<file path="config.mk">
export PLATFORM = sky130hd
export DESIGN_NAME = bnn_host_if
export DESIGN_NICKNAME = d
export VERILOG_FILES = /design/src/rtl/bnn_pkg.sv /design/src/rtl/bnn_mem_arb.sv /design/src/rtl/bnn_host_if.sv
export SDC_FILE = /design/constraint.sdc
export NUM_CORES = 1
export LEC_CHECK = 0
export ABC_CLOCK_PERIOD_IN_PS = 2200
export CAP_MARGIN = 20
export CORE_MARGIN = 8
export CORE_UTILIZATION = 39
export CTS_CLUSTER_DIAMETER = 100
export DETAILED_ROUTE_END_ITERATION = 16
export PLACE_DENSITY = 0.85
export SLEW_MARGIN = 20
export SYNTH_ARGS = -nofsm -noshare
export SYNTH_HDL_FRONTEND = slang
export SYNTH_SLANG_ARGS = --single-unit
</file>
<file path="constraint.sdc">
create_clock -name clk -period 2.2 [get_ports clk]
set_input_delay 0.22 -clock clk [delete_from_list [all_inputs] [get_ports clk]]
set_output_delay 0.22 -clock clk [all_outputs]
set_load 0.01 [all_outputs]
</file>
<file path="src/rtl/bnn_pkg.sv">
// Shared definitions for the BNN host interface: command opcodes, FSM states
// and default parameter values.
package bnn_pkg;

    localparam int DATA_W_DEF  = 16;
    localparam int ADDR_W_DEF  = 7;
    localparam int LANES_DEF   = 16;
    localparam int BETA_W_DEF  = 3;
    localparam int CNT_W_DEF   = 16;
    localparam int TIMEOUT_DEF = 65535;

    typedef enum logic [1:0] {
        OP_READ  = 2'd0,
        OP_WRITE = 2'd1,
        OP_START = 2'd2,
        OP_RSVD  = 2'd3
    } op_e;

    typedef enum logic [2:0] {
        IDLE    = 3'd0,
        LAUNCH  = 3'd1,
        WAIT_LO = 3'd2,
        RUN     = 3'd3,
        FINISH  = 3'd4
    } state_e;

endpackage

</file>
<file path="src/rtl/bnn_mem_arb.sv">
// One-entry host command pipeline and the memory-port mux between the host
// pipeline and the core's own memory requests.
module bnn_mem_arb
    import bnn_pkg::*;
#(
    parameter int DATA_W = DATA_W_DEF,
    parameter int ADDR_W = ADDR_W_DEF,
    parameter int LANES  = LANES_DEF
) (
    input  logic              i_clk,
    input  logic              i_rst_n,
    input  logic              i_accept,
    input  op_e               i_op,
    input  logic [ADDR_W-1:0] i_addr,
    input  logic [DATA_W-1:0] i_wdata,
    input  logic [LANES-1:0]  i_wmask,
    input  logic              i_sel_host,
    input  logic [ADDR_W-1:0] i_core_addr_rd,
    input  logic [ADDR_W-1:0] i_core_addr_wr,
    input  logic [LANES-1:0]  i_core_enb_wr,
    output logic [ADDR_W-1:0] o_mem_addr_rd,
    output logic [ADDR_W-1:0] o_mem_addr_wr,
    output logic [LANES-1:0]  o_mem_enb_wr,
    output logic [DATA_W-1:0] o_mem_wdata,
    output logic              o_rsp_valid
);

    logic              r_pipe_valid;
    op_e               r_pipe_op;
    logic [ADDR_W-1:0] r_pipe_addr;
    logic [DATA_W-1:0] r_pipe_wdata;
    logic [LANES-1:0]  r_pipe_wmask;
    logic              r_rsp_valid;

    // The pipeline holds a command for exactly the cycle after its acceptance.
    always_ff @(posedge i_clk or negedge i_rst_n) begin
        if (!i_rst_n) begin
            r_pipe_valid <= 1'b0;
            r_pipe_op    <= OP_READ;
            r_pipe_addr  <= '0;
            r_pipe_wdata <= '0;
            r_pipe_wmask <= '0;
            r_rsp_valid  <= 1'b0;
        end else begin
            r_pipe_valid <= i_accept;
            if (i_accept) begin
                r_pipe_op    <= i_op;
                r_pipe_addr  <= i_addr;
                r_pipe_wdata <= i_wdata;
                r_pipe_wmask <= i_wmask;
            end
            r_rsp_valid <= r_pipe_valid && (r_pipe_op == OP_READ);
        end
    end

    always_comb begin
        o_mem_wdata = r_pipe_wdata;
        if (i_sel_host) begin
            o_mem_addr_rd = r_pipe_addr;
            o_mem_addr_wr = r_pipe_addr;
            o_mem_enb_wr  = (r_pipe_valid && (r_pipe_op == OP_WRITE)) ? r_pipe_wmask : '0;
        end else begin
            o_mem_addr_rd = i_core_addr_rd;
            o_mem_addr_wr = i_core_addr_wr;
            o_mem_enb_wr  = i_core_enb_wr;
        end
    end

    assign o_rsp_valid = r_rsp_valid;

endmodule

</file>
<file path="src/rtl/bnn_host_if.sv">
// Host command front-end for the BNN core: memory access on behalf of the host,
// run launch/monitoring with a cycle counter and a watchdog abort.
module bnn_host_if
    import bnn_pkg::*;
#(
    parameter int DATA_W  = DATA_W_DEF,
    parameter int ADDR_W  = ADDR_W_DEF,
    parameter int LANES   = LANES_DEF,
    parameter int BETA_W  = BETA_W_DEF,
    parameter int CNT_W   = CNT_W_DEF,
    parameter int TIMEOUT = TIMEOUT_DEF
) (
    input  logic              clk,
    input  logic              rst,
    input  logic              host_cmd_valid,
    output logic              host_cmd_ready,
    input  logic [1:0]        host_cmd_op,
    input  logic [ADDR_W-1:0] host_addr,
    input  logic [DATA_W-1:0] host_wdata,
    input  logic [LANES-1:0]  host_wmask,
    input  logic [BETA_W-1:0] host_beta,
    output logic              host_rsp_valid,
    output logic [DATA_W-1:0] host_rsp_data,
    output logic              busy,
    output logic              done_pulse,
    output logic              timeout_err,
    output logic [CNT_W-1:0]  run_cycles,
    output logic              core_start,
    output logic              core_abort,
    output logic [BETA_W-1:0] core_beta,
    input  logic              core_idle,
    input  logic [ADDR_W-1:0] core_addr_rd,
    input  logic [ADDR_W-1:0] core_addr_wr,
    input  logic [LANES-1:0]  core_enb_wr,
    output logic [ADDR_W-1:0] mem_addr_rd,
    output logic [ADDR_W-1:0] mem_addr_wr,
    output logic [LANES-1:0]  mem_enb_wr,
    output logic [DATA_W-1:0] mem_wdata,
    input  logic [DATA_W-1:0] mem_rdata
);

    localparam logic [CNT_W-1:0] CNT_MAX = '1;

    state_e            r_state;
    logic              r_live;
    logic [CNT_W-1:0]  r_cnt;
    logic [BETA_W-1:0] r_beta;
    logic              r_timeout_err;
    logic [CNT_W-1:0]  r_run_cycles;
    logic              r_abort;

    logic              w_accept;
    logic              w_sel_host;
    logic [CNT_W-1:0]  w_cnt_inc;
    logic              w_hit_to;

    // r_live keeps the host port closed while reset is held.
    assign host_cmd_ready = r_live && (r_state == IDLE);
    assign w_accept       = host_cmd_valid && host_cmd_ready;
    assign w_sel_host     = (r_state == IDLE) || (r_state == LAUNCH);
    assign w_cnt_inc      = (r_cnt == CNT_MAX) ? r_cnt : r_cnt + CNT_W'(1);
    assign w_hit_to       = 32'(w_cnt_inc) >= 32'(TIMEOUT);

    always_ff @(posedge clk or negedge rst) begin
        if (!rst) begin
            r_state       <= IDLE;
            r_live        <= 1'b0;
            r_cnt         <= '0;
            r_beta        <= '0;
            r_timeout_err <= 1'b0;
            r_run_cycles  <= '0;
            r_abort       <= 1'b0;
        end else begin
            r_live  <= 1'b1;
            r_abort <= 1'b0;
            case (r_state)
                IDLE: begin
                    if (w_accept && (op_e'(host_cmd_op) == OP_START)) begin
                        r_beta        <= host_beta;
                        r_timeout_err <= 1'b0;
                        r_cnt         <= '0;
                        r_state       <= LAUNCH;
                    end
                end
                LAUNCH: r_state <= WAIT_LO;
                WAIT_LO, RUN: begin
                    r_cnt <= w_cnt_inc;
                    // Watchdog takes priority over a completion seen in the same cycle.
                    if (w_hit_to) begin
                        r_abort       <= 1'b1;
                        r_timeout_err <= 1'b1;
                        r_run_cycles  <= CNT_W'(TIMEOUT);
                        r_state       <= IDLE;
                    end else if ((r_state == WAIT_LO) && !core_idle) begin
                        r_state <= RUN;
                    end else if ((r_state == RUN) && core_idle) begin
                        r_state <= FINISH;
                    end
                end
                FINISH: begin
                    r_run_cycles <= r_cnt;
                    r_state      <= IDLE;
                end
                default: r_state <= IDLE;
            endcase
        end
    end

    assign busy        = (r_state != IDLE);
    assign done_pulse  = (r_state == FINISH);
    assign core_start  = (r_state == LAUNCH);
    assign core_abort  = r_abort;
    assign core_beta   = r_beta;
    assign timeout_err = r_timeout_err;
    assign run_cycles  = r_run_cycles;
    assign host_rsp_data = mem_rdata;

    bnn_mem_arb #(
        .DATA_W (DATA_W),
        .ADDR_W (ADDR_W),
        .LANES  (LANES)
    ) u_arb (
        .i_clk          (clk),
        .i_rst_n        (rst),
        .i_accept       (w_accept),
        .i_op           (op_e'(host_cmd_op)),
        .i_addr         (host_addr),
        .i_wdata        (host_wdata),
        .i_wmask        (host_wmask),
        .i_sel_host     (w_sel_host),
        .i_core_addr_rd (core_addr_rd),
        .i_core_addr_wr (core_addr_wr),
        .i_core_enb_wr  (core_enb_wr),
        .o_mem_addr_rd  (mem_addr_rd),
        .o_mem_addr_wr  (mem_addr_wr),
        .o_mem_enb_wr   (mem_enb_wr),
        .o_mem_wdata    (mem_wdata),
        .o_rsp_valid    (host_rsp_valid)
    );

endmodule

</file>
==> out/metrics.csv, run 1 <==
metric,value,unit
number of global-route vias before repair,4138,
initial core utilization,39.7,%
post-layout min period,2.13,ns
core area,10700,um^2
Synth Instances,472,
Worst slew margin,61.9,%
Die Wd,121,um
drt pass-1 iters,4,
Synth top area share,49.2,%
Max Cap Viol,0,
Crit Reg-Reg Endpoint,r_state[0]$_DFFE_PN0P_,
Longest Clk Path Bufs,2,
Synth cell types,49,
Setup crit end kind,flop,
Filler cells,940,
cell taking the most area after synthesis,dfrtp_1,
largest net degree at the start of global routing,44,
drt total wl,13900,um
die area,14600,um^2
maximum clock frequency,469,MHz
Synth Area per Inst,9.05,um^2
port buffer count,149,
ranking of synthesized cells by area,"dfrtp_1 49%, nand2_1 14%, mux2i_1 4.2%",
Synthesis Warnings,0,
CTS tree,done,
CP Max Fanout,7,
Reg2Reg Launch Point,r_cnt[13]$_DFFE_PN0P_,
Critical Path Source,r_cnt[13]$_DFFE_PN0P_,
global-route wire length before repair,21400,um
RSZ-0062 raised after global routing,true,
Pwr Total,7.45,mW
"Design Area, Final",6340,um^2
Worst R2R Setup Slack,0.07,ns
Pwr Density,1170,nW/um^2
I/O pin cnt,182,
area delta synth->final,48.5,%
vias,4068,
"Seq/Total Area, Yosys",49.2,%
startpoint types,flop,
WHS Endpoint,u_arb.r_pipe_addr[1]$_DFFE_PN0P_,
post-synth net total,567,
area post-placement,6020,um^2
antenna fix cells,0,
Hold Crit Start,host_addr[1],
critical path arrival,2.39,ns
Iteration-0 DRC Markers,216,
worst skew pair latency,0.35,ns
number of H-tree levels,3,
final setup vio count,0,
mapped cell area,4270,um^2
hold depth,3,
maximum VDD drop,565,uV
cts bufs inserted,9,
placed cell count,760,
crit path kind,flop to flop,
layout cells sized above 1,17.6,%
TritonCTS Sinks,84,
Final Hold Viols,0,
"Period Utilization, post-route",97.0,%
global route overflow,0,
ys async rst share,100,%
GRT Util Overall,18.4,%
initial antenna violation count,0,
most frequent cells in the layout,"162 x nand2_1, 132 x clkdlybuf4s50_1, 79 x dfrtp_1, 53 x buf_4, 21 x o21ai_0",
antenna-violating nets left,0,
vias per inst,5.17,
DP HPWL,10300,um
cells on worst reg2reg path,7,
Core Rows,38,
CTS clock-pin slew for the worst setup and hold paths,0.08,ns
Non-Filler Instances,787,
Die Height,121,um
"EDFF count, synth",0,
Layout Skew,0.00992,ns
Total Nets Final,737,
routed len/inst,17.6,um
Seq cells post-synth,84,
Root Buffer,clkbuf_8,
Hold Path Class,primary input to flop,
WP data required,2.45,ns
Residual DRC,0,
GP Congestion,0.903,
main flop type after synthesis,dfrtp_1,
"commonest non-fill, non-tap cell in the layout",nand2_1,
static leakage,2.94,nW
max-slew violations,0,
Least-Margin Pin Slew,0.571,ns
status,completed,
-- kinds of logic after synthesis --
kind of cell | count (synthesis) | synth area share (%)
compound gates | 85 | 14.0
xor+xnor | 1 | 0.205
fa+ha+maj | 1 | 0.293
buf+inv | 52 | 6.89
flops | 84 | 49.2
mux | 24 | 5.80
other cells | 1 | 0.0878
simple gates | 224 | 23.5
-- final cells by class --
type	count	area, um^2	area share (%)
multi-input cells	337	1960	30.9
repair buffers	205	1900	29.9
flip-flops and latches	84	2110	33.2
well taps	140	175	2.76
clock buffers	15	176	2.78
inverters	5	18.8	0.296
clock inverters	1	5.00	0.0789
-- where the power goes --
part	internal [mW]	switching [mW]	total [mW]
Sequential	2.18	0.438	2.62
Combinational	1.93	1.87	3.79
Clock	0.504	0.528	1.03
Total	4.61	2.83	7.45
-- state kept, by name (all words and copies together), names as in the netlist --
signal	cells
core_abort	1
core_beta	3
r_cnt	16
r_live	1
r_state	3
run_cycles	16
timeout_err	1
u_arb.o_mem_wdata	16
u_arb.o_rsp_valid	1
u_arb.r_pipe_addr	7
u_arb.r_pipe_op	2
u_arb.r_pipe_valid	1
u_arb.r_pipe_wmask	16
-- worst max path at each step --
stage	endpoint	slack, ns	cells past startpoint
6_report	r_state[0]$_DFFE_PN0P_	0.07	7
5_1_grt	timeout_err$_DFFE_PN0P_	-0.03	7
4_1_cts	host_cmd_ready	0.004	3
3_5_place_dp	timeout_err$_DFFE_PN0P_	0.05	8
3_3_place_gp	timeout_err$_DFFE_PN0P_	0.04	8
2_1_floorplan	r_state[1]$_DFFE_PN0P_	0.02	9
-- through the flow --
stage	setup slack (ns)	hold slack [ns]	TNS, ns	util, %
floorplan	0.0186	-0.0756	0	-
global placement	0.0403	0.241	0	56.1
detailed placement	0.0474	0.259	0	56.1
CTS	0.00445	0.370	0	57.9
global route	-0.0294	0.371	-0.143	59.0
finish	0.0658	0.390	0	59.0
-- routing by layer --
| metal | GRT usage [%] | up-vias | part of all wire, % | routed length, um |
|---|---|---|---|---|
| met5 | 0 | - | 0 | 0 |
| met4 | 5.93 | 0 | 1.3 | 175 |
| met3 | 5.41 | 19 | 7.2 | 994 |
| met2 | 31.7 | 148 | 51 | 7140 |
| met1 | 21.5 | 1968 | 40 | 5560 |
| li1 | - | 1933 | - | - |
-- critical path, stage by stage (launching register included) --
cell	delay (ns)
dfrtp_1	0.41
and4_2	0.34
and4_4	0.25
nand3_4	0.08
a2111oi_4	0.34
nand4_1	0.24
buf_6	0.21
a21o_1	0.15
-- synth_stat cells (2+ instances only) --
cell type  number
buf_1           2
o22ai_1         2
nor2b_1         2
a311oi_1        2
o21ai_1         7
nor3b_1         2
and3_1          4
and2_1          2
o21ai_2         9
and4_1         10
clkbuf_2        2
a31oi_1         5
buf_6           3
a21o_1          4
mux2_2          6
a41oi_1         2
a21oi_1         6
o21ai_0        22
nand4_1         8
a22o_1         17
mux2i_1        18
inv_1           5
a211oi_1        2
dfrtp_1        84
o21a_1          2
nand3b_1        3
nand2_1       162
nand3_1         7
nor2_1         15
buf_2           2
buf_4          19
clkbuf_1       19
-- timing repair --
item | CTS | global route
gates resized for setup | 21 | 24
hold endpoints to repair | 40 | 0
endpoints found under the setup margin | 32 | 32
buffers inserted | 2 | 7
hold buffers | 1 | 0
gates cloned | 0 | 1
pin swaps | 0 | 3
Note: power is estimated with default switching activity, not from simulation.
==> inputs of run 2 (changes only) <==
Settings changed: CORE_ASPECT_RATIO set to 1.5.
==> run 2 against run 1 <==
- critical path depth is 2 higher
- cell count is 0.64% higher
- critical endpoint is now timeout_err$_DFFE_PN0P_
- first-iteration DRC count is 10% lower
- sequential share of layout area is 1.0 points lower
==> out/metrics.csv, run 2 (synthesis results as in run 1) <==
metric,value,unit,change
status,completed,,
area delta synth->final,53.3,%,
most frequent cells in the layout,"162 x nand2_1, 132 x clkdlybuf4s50_1, 80 x dfrtp_1, 48 x buf_4, 22 x o21ai_0",,
crit path kind,flop to flop,,
I/O pin cnt,182,,unchanged
critical path arrival,2.42,ns,+0.03 ns
Worst R2R Setup Slack,0.04,ns,-0.02 ns
vias per inst,5.33,,+3.2%
worst setup path end,timeout_err$_DFFE_PN0P_,,
Pwr Density,1250,nW/um^2,+6.5%
antenna fix cells,0,,unchanged
cells on worst reg2reg path,9,,+2
CP Max Fanout,7,,unchanged
DP HPWL,11000,um,+6.5%
maximum VDD drop,764,uV,+35%
Iteration-0 DRC Markers,194,,-10%
die area,14600,um^2,+0.47%
maximum clock frequency,463,MHz,-1.1%
drt total wl,14700,um,+5.7%
WP data required,2.46,ns,about the same
cts bufs inserted,9,,unchanged
"Design Area, Final",6550,um^2,+3.2%
Worst slew margin,65.5,%,+3.6 points
dpl ws,-0.153,ns,-0.200 ns
TritonCTS Sinks,84,,unchanged
critical-path cell with the highest stage delay,dfrtp_2,,
"commonest non-fill, non-tap cell in the layout",nand2_1,,
Final Hold Viols,0,,unchanged
largest net degree at the start of global routing,48,,+9.1%
port buffer count,149,,unchanged
area post-placement,6070,um^2,+0.77%
Root Buffer,clkbuf_16,,
drt pass-1 iters,6,,+2
routed len/inst,18.5,um,+5.0%
Die Wd,101,um,-16%
Non-Filler Instances,792,,+0.64%
layout cells sized above 1,17.4,%,-0.26 points
Hold Path Class,primary input to asynchronous set/reset pin,,
worst skew pair latency,0.34,ns,about the same
static leakage,3.03,nW,+3.0%
core area,10900,um^2,+1.2%
final setup vio count,0,,unchanged
Least-Margin Pin Slew,0.516,ns,-0.0552 ns
global-route wire length before repair,23100,um,+7.7%
"critical path, cell by cell",buf_4 -> nand4_1 -> nor2_4 -> a31oi_1 -> a2111oi_4 -> nand4_1 -> buf_6 -> buf_6 -> o22ai_2,,
setup tns final,0,ns,unchanged
CTS clock-pin slew for the worst setup and hold paths,0.06,ns,-0.02 ns
global route overflow,0,,unchanged
max incr delay on CP,0.39,ns,-0.02 ns
Residual DRC,0,,unchanged
Layout Skew,0.00619,ns,-0.00373 ns
placed cell count,767,,+0.92%
WP depth,9,,+2
Setup crit end kind,flop,,
hold slack,0.403,ns,+0.0136 ns
vias,4223,,+3.8%
GRT Util Overall,20.3,%,+1.9 points
CTS tree,done,,
Die Height,144,um,+19%
number of global-route vias before repair,4617,,+12%
final worst setup slack,0.0417,ns,-0.0240 ns
Crit Reg-Reg Endpoint,timeout_err$_DFFE_PN0P_,,
antenna-violating nets left,0,,unchanged
number of H-tree levels,3,,unchanged
max-slew violations,0,,unchanged
Core Rows,47,,+24%
Longest Clk Path Bufs,2,,unchanged
initial antenna violation count,0,,unchanged
startpoint types,flop,,
Total Nets Final,735,,-0.27%
Reg2Reg Launch Point,r_cnt[0]$_DFFE_PN0P_,,
Max Cap Viol,0,,unchanged
Critical Path Source,r_cnt[0]$_DFFE_PN0P_,,
RSZ-0062 raised after global routing,true,,
post-layout min period,2.16,ns,+0.0240 ns
initial core utilization,39.3,%,-0.49 points
"delay-heaviest family, CP",simple AND/OR/NAND/NOR gates,,
GP Congestion,0.881,,-2.4%
Buf/Inv on CP,3,,+2
"Period Utilization, post-route",98.1,%,+1.1 points
## run 2: cell count changes in the layout (fill, tap and decap cells not counted), sizes merged
cell | before | now
clkbuf | 17 | 12
dlygate4sd2 | 13 | 16
buf | 56 | 54
bufinv | 0 | 2
clkdlybuf4s15 | 1 | 0
clkinv | 1 | 2
## run 2: worst min path at each step
stage | slack (ns) | to | from | cells past startpoint
global route | 0.41 | u_arb.r_pipe_wmask[14]$_DFFE_PN0P_ | host_wmask[14] | 3
finish | 0.40 | u_arb.o_mem_wdata[4]$_DFFE_PN0P_ | rst | 2
global placement | 0.21 | u_arb.r_pipe_wmask[1]$_DFFE_PN0P_ | rst | 1
detailed placement | 0.22 | u_arb.r_pipe_wmask[1]$_DFFE_PN0P_ | rst | 1
CTS | 0.40 | r_cnt[2]$_DFFE_PN0P_ | rst | 2
floorplan | -0.08 | core_abort$_DFF_PN0_ | rst | 0
## run 2: worst reg2reg max path: stages, from the launching register on
cell and delay (ns):
dfrtp_2 0.39, buf_4 0.17, nand4_1 0.22, nor2_4 0.22, a31oi_1 0.16, a2111oi_4 0.29
nand4_1 0.18, buf_6 0.18, buf_6 0.13, o22ai_2 0.13
## run 2: power breakdown
group / switching (mW) / internal, mW
clock network: 0.603 / 1.08
logic: 1.97 / 1.90
registers: 0.433 / 2.19
total: 3.01 / 5.17
## run 2: what timing repair did
item / 4_1_cts / 5_1_grt
gates resized for setup: 23 / 19
endpoints found under the hold margin: 37 / 0
gates cloned: 1 / 1
pin swaps: 3 / 7
setup endpoints to repair: 52 / 22
hold buffers: 1 / 0
setup buffers: 5 / 1
## run 2: stage by stage
stage | power (mW) | utilization [%]
after detailed placement | 6.44 | 55.8
final | 8.18 | 60.2
after floorplan | 4.34 | -
after CTS | 8.13 | 59.4
after global routing | 8.66 | 60.2
after global placement | 6.29 | 55.8
## run 2: layout make-up
cell class	instances	area (um^2)
multi-input cells	337	1970
clock inverters	4	70.1
repair buffers	203	1930
flip-flops and latches	84	2110
clock buffers	12	267
fillers	886	4330
inverters	5	18.8
well taps	147	184
## run 2: layer usage
layer | up-vias | share of wire (%) | global-route usage, %
met4 | 0 | 3.6 | 8.51
met1 | 2074 | 35 | 20.0
li1 | 1942 | - | -
met2 | 172 | 54 | 36.8
met5 | - | 0 | 0
met3 | 35 | 7.3 | 7.66
==> inputs of run 3 (changes only) <==
Settings changed: ABC_CLOCK_PERIOD_IN_PS 2200 to unset, CELL_PAD_IN_SITES_DETAIL_PLACEMENT set to 1, CELL_PAD_IN_SITES_GLOBAL_PLACEMENT set to 2, CORE_ASPECT_RATIO 1.5 to unset, CORE_UTILIZATION 39 to 22, PLACE_DENSITY 0.85 to 0.84.
==> run 3 against run 2 <==
- cell area increased by 2.3%
- clock skew increased by 0.00053 ns
- core utilization decreased by 25 points
- wire length increased by 8.0%
- critical endpoint is now r_state[0]$_DFFE_PN0P_
- worst setup slack improved by 0.018 ns
- critical path type unchanged
- largest cell class unchanged
- sequential share of layout area decreased by 0.72 points
- non-clock buffer count increased by 2
==> out/metrics.csv, run 3 (synthesis results as in run 1) <==
metric,value,unit,change
status,completed,,
drt pass-1 iters,4,,-2
final worst setup slack,0.0599,ns,+0.0182 ns
Layout Skew,0.00672,ns,+0.000530 ns
max-slew violations,0,,unchanged
cts bufs inserted,9,,unchanged
Pwr Total,8.10,mW,-0.97%
Max Cap Viol,0,,unchanged
maximum VDD drop,447,uV,-42%
Setup crit end kind,flop,,
Filler cells,2260,,+160%
static leakage,3.09,nW,+2.1%
DP HPWL,12100,um,+9.8%
Buf/Inv on CP,2,,-1
WP depth,9,,unchanged
WP data required,2.43,ns,-0.03 ns
initial antenna violation count,0,,unchanged
CTS tree,done,,
"Period Utilization, post-route",97.3,%,-0.83 points
placed cell count,887,,+16%
die area,24100,um^2,+65%
Worst slew margin,52.1,%,-13 points
"delay-heaviest family, CP",compound AO/OA/AOI/OAI gates,,
Residual DRC,0,,unchanged
"critical path, cell by cell",ha_4 -> and3_4 -> and3_1 -> a31oi_1 -> o2111a_1 -> nand4_1 -> buf_4 -> buf_6 -> a21o_1,,
critical-path cell with the highest stage delay,dfrtp_2,,
routed len/inst,17.4,um,-6.1%
GP Congestion,0.856,,-2.8%
critical path arrival,2.37,ns,-0.05 ns
CP Max Fanout,8,,+1
Final Hold Viols,0,,unchanged
maximum clock frequency,467,MHz,+0.85%
final setup vio count,0,,unchanged
vias,4146,,-1.8%
initial core utilization,22.2,%,-17 points
cells on worst reg2reg path,9,,unchanged
global route overflow,0,,unchanged
I/O pin cnt,182,,unchanged
setup tns final,0,ns,unchanged
multi-input logic area,1960,um^2,-0.89%
Longest Clk Path Bufs,2,,unchanged
Least-Margin Pin Slew,0.719,ns,+0.203 ns
Die Height,155,um,+7.7%
GRT Util Overall,13.1,%,-7.2 points
hold depth,3,,
CTS clock-pin slew for the worst setup and hold paths,0.06,ns,about the same
antenna fix cells,0,,unchanged
hold slack,0.407,ns,+0.00378 ns
dpl ws,-0.142,ns,+0.0109 ns
area delta synth->final,56.8,%,
Iteration-0 DRC Markers,254,,+31%
port buffer count,149,,unchanged
register area,2110,um^2,unchanged
core area,19300,um^2,+77%
area post-placement,6230,um^2,+2.7%
TritonCTS Sinks,84,,unchanged
Hold Path Class,primary input to flop,,
global-route wire length before repair,25300,um,+9.4%
Die Wd,155,um,+53%
"Design Area, Final",6690,um^2,+2.3%
worst skew pair latency,0.34,ns,about the same
RSZ-0062 raised after global routing,true,,
max incr delay on CP,0.43,ns,+0.04 ns
crit path kind,flop to flop,,
Non-Filler Instances,911,,+15%
vias per inst,4.55,,-15%
post-layout min period,2.14,ns,-0.0182 ns
number of global-route vias before repair,4681,,+1.4%
number of H-tree levels,3,,unchanged
Pwr Density,1210,nW/um^2,-3.2%
Total Nets Final,736,,+0.14%
antenna-violating nets left,0,,unchanged
Core Rows,51,,+8.5%
most frequent cells in the layout,"162 x nand2_1, 117 x clkdlybuf4s50_1, 80 x dfrtp_1, 47 x buf_4, 27 x dlygate4sd2_1",,
Root Buffer,clkbuf_16,,
drt total wl,15800,um,+8.0%
largest net degree at the start of global routing,56,,+17%
layout cells sized above 1,17.3,%,-0.027 points
startpoint types,flop,,
"Core Util, Final",34.7,%,-25 points
"commonest non-fill, non-tap cell in the layout",nand2_1,,
==> run 3: cell count changes in the layout (fill, tap and decap cells not counted), sizes merged <==
cell | previous run | this run
clkbuf | 12 | 11
clkdlybuf4s50 | 132 | 117
dlymetal6s2s | 0 | 4
buf | 54 | 56
bufinv | 2 | 3
or2 | 2 | 1
dlygate4sd2 | 16 | 27
==> run 3: layer usage <==
layer  vias up  track usage [%]  part of all wire [%]
met5         -                0                     0
met4         0             5.68                   2.2
met3        24             4.74                   7.8
met2       135             23.3                    52
met1      2055             13.6                    38
li1       1932                -                     -
==> run 3: where the power goes <==
| group | internal, mW | switching, mW | leakage, nW | total [mW] |
|---|---|---|---|---|
| logic | 1.84 | 1.91 | 1.86 | 3.76 |
| clock network | 1.11 | 0.609 | 0.163 | 1.72 |
| registers | 2.19 | 0.441 | 1.07 | 2.63 |
==> run 3: timing repair <==
item,in CTS,in global routing
buffers inserted,2,5
hold buffers,1,0
gates cloned,0,0
pin swaps,2,8
endpoints found under the setup margin,52,25
hold endpoints to repair,53,0
resized for setup,33,25
==> run 3: area by class of cell <==
| class | count | share of cell area, % |
|---|---|---|
| flip-flops and latches | 84 | 31.5 |
| multi-input cells | 336 | 29.2 |
| repair buffers | 205 | 29.1 |
| well taps | 265 | 4.95 |
| clock buffers | 11 | 3.48 |
| clock inverters | 5 | 1.50 |
| inverters | 5 | 0.280 |
==> run 3: path summary, 6_finish.rpt <==
kind	end	start	slack [ns]
min in group asynchronous	run_cycles[12]$_DFFE_PN0P_	rst	0.49
setup / recovery	r_state[0]$_DFFE_PN0P_	r_cnt[1]$_DFFE_PN0P_	0.06
hold reg to reg	u_arb.o_rsp_valid$_DFF_PN0_	u_arb.r_pipe_op[1]$_DFFE_PN0P_	0.45
max in group asynchronous	r_state[1]$_DFFE_PN0P_	rst	0.96
hold / removal	u_arb.r_pipe_wmask[3]$_DFFE_PN0P_	host_wmask[3]	0.41
setup reg to reg	r_state[0]$_DFFE_PN0P_	r_cnt[1]$_DFFE_PN0P_	0.06
==> run 3: worst min-delay path: stages <==
cell,delay [ns]
clkdlybuf4s50_1,0.40
nand2_1,0.06
nand2_1,0.04
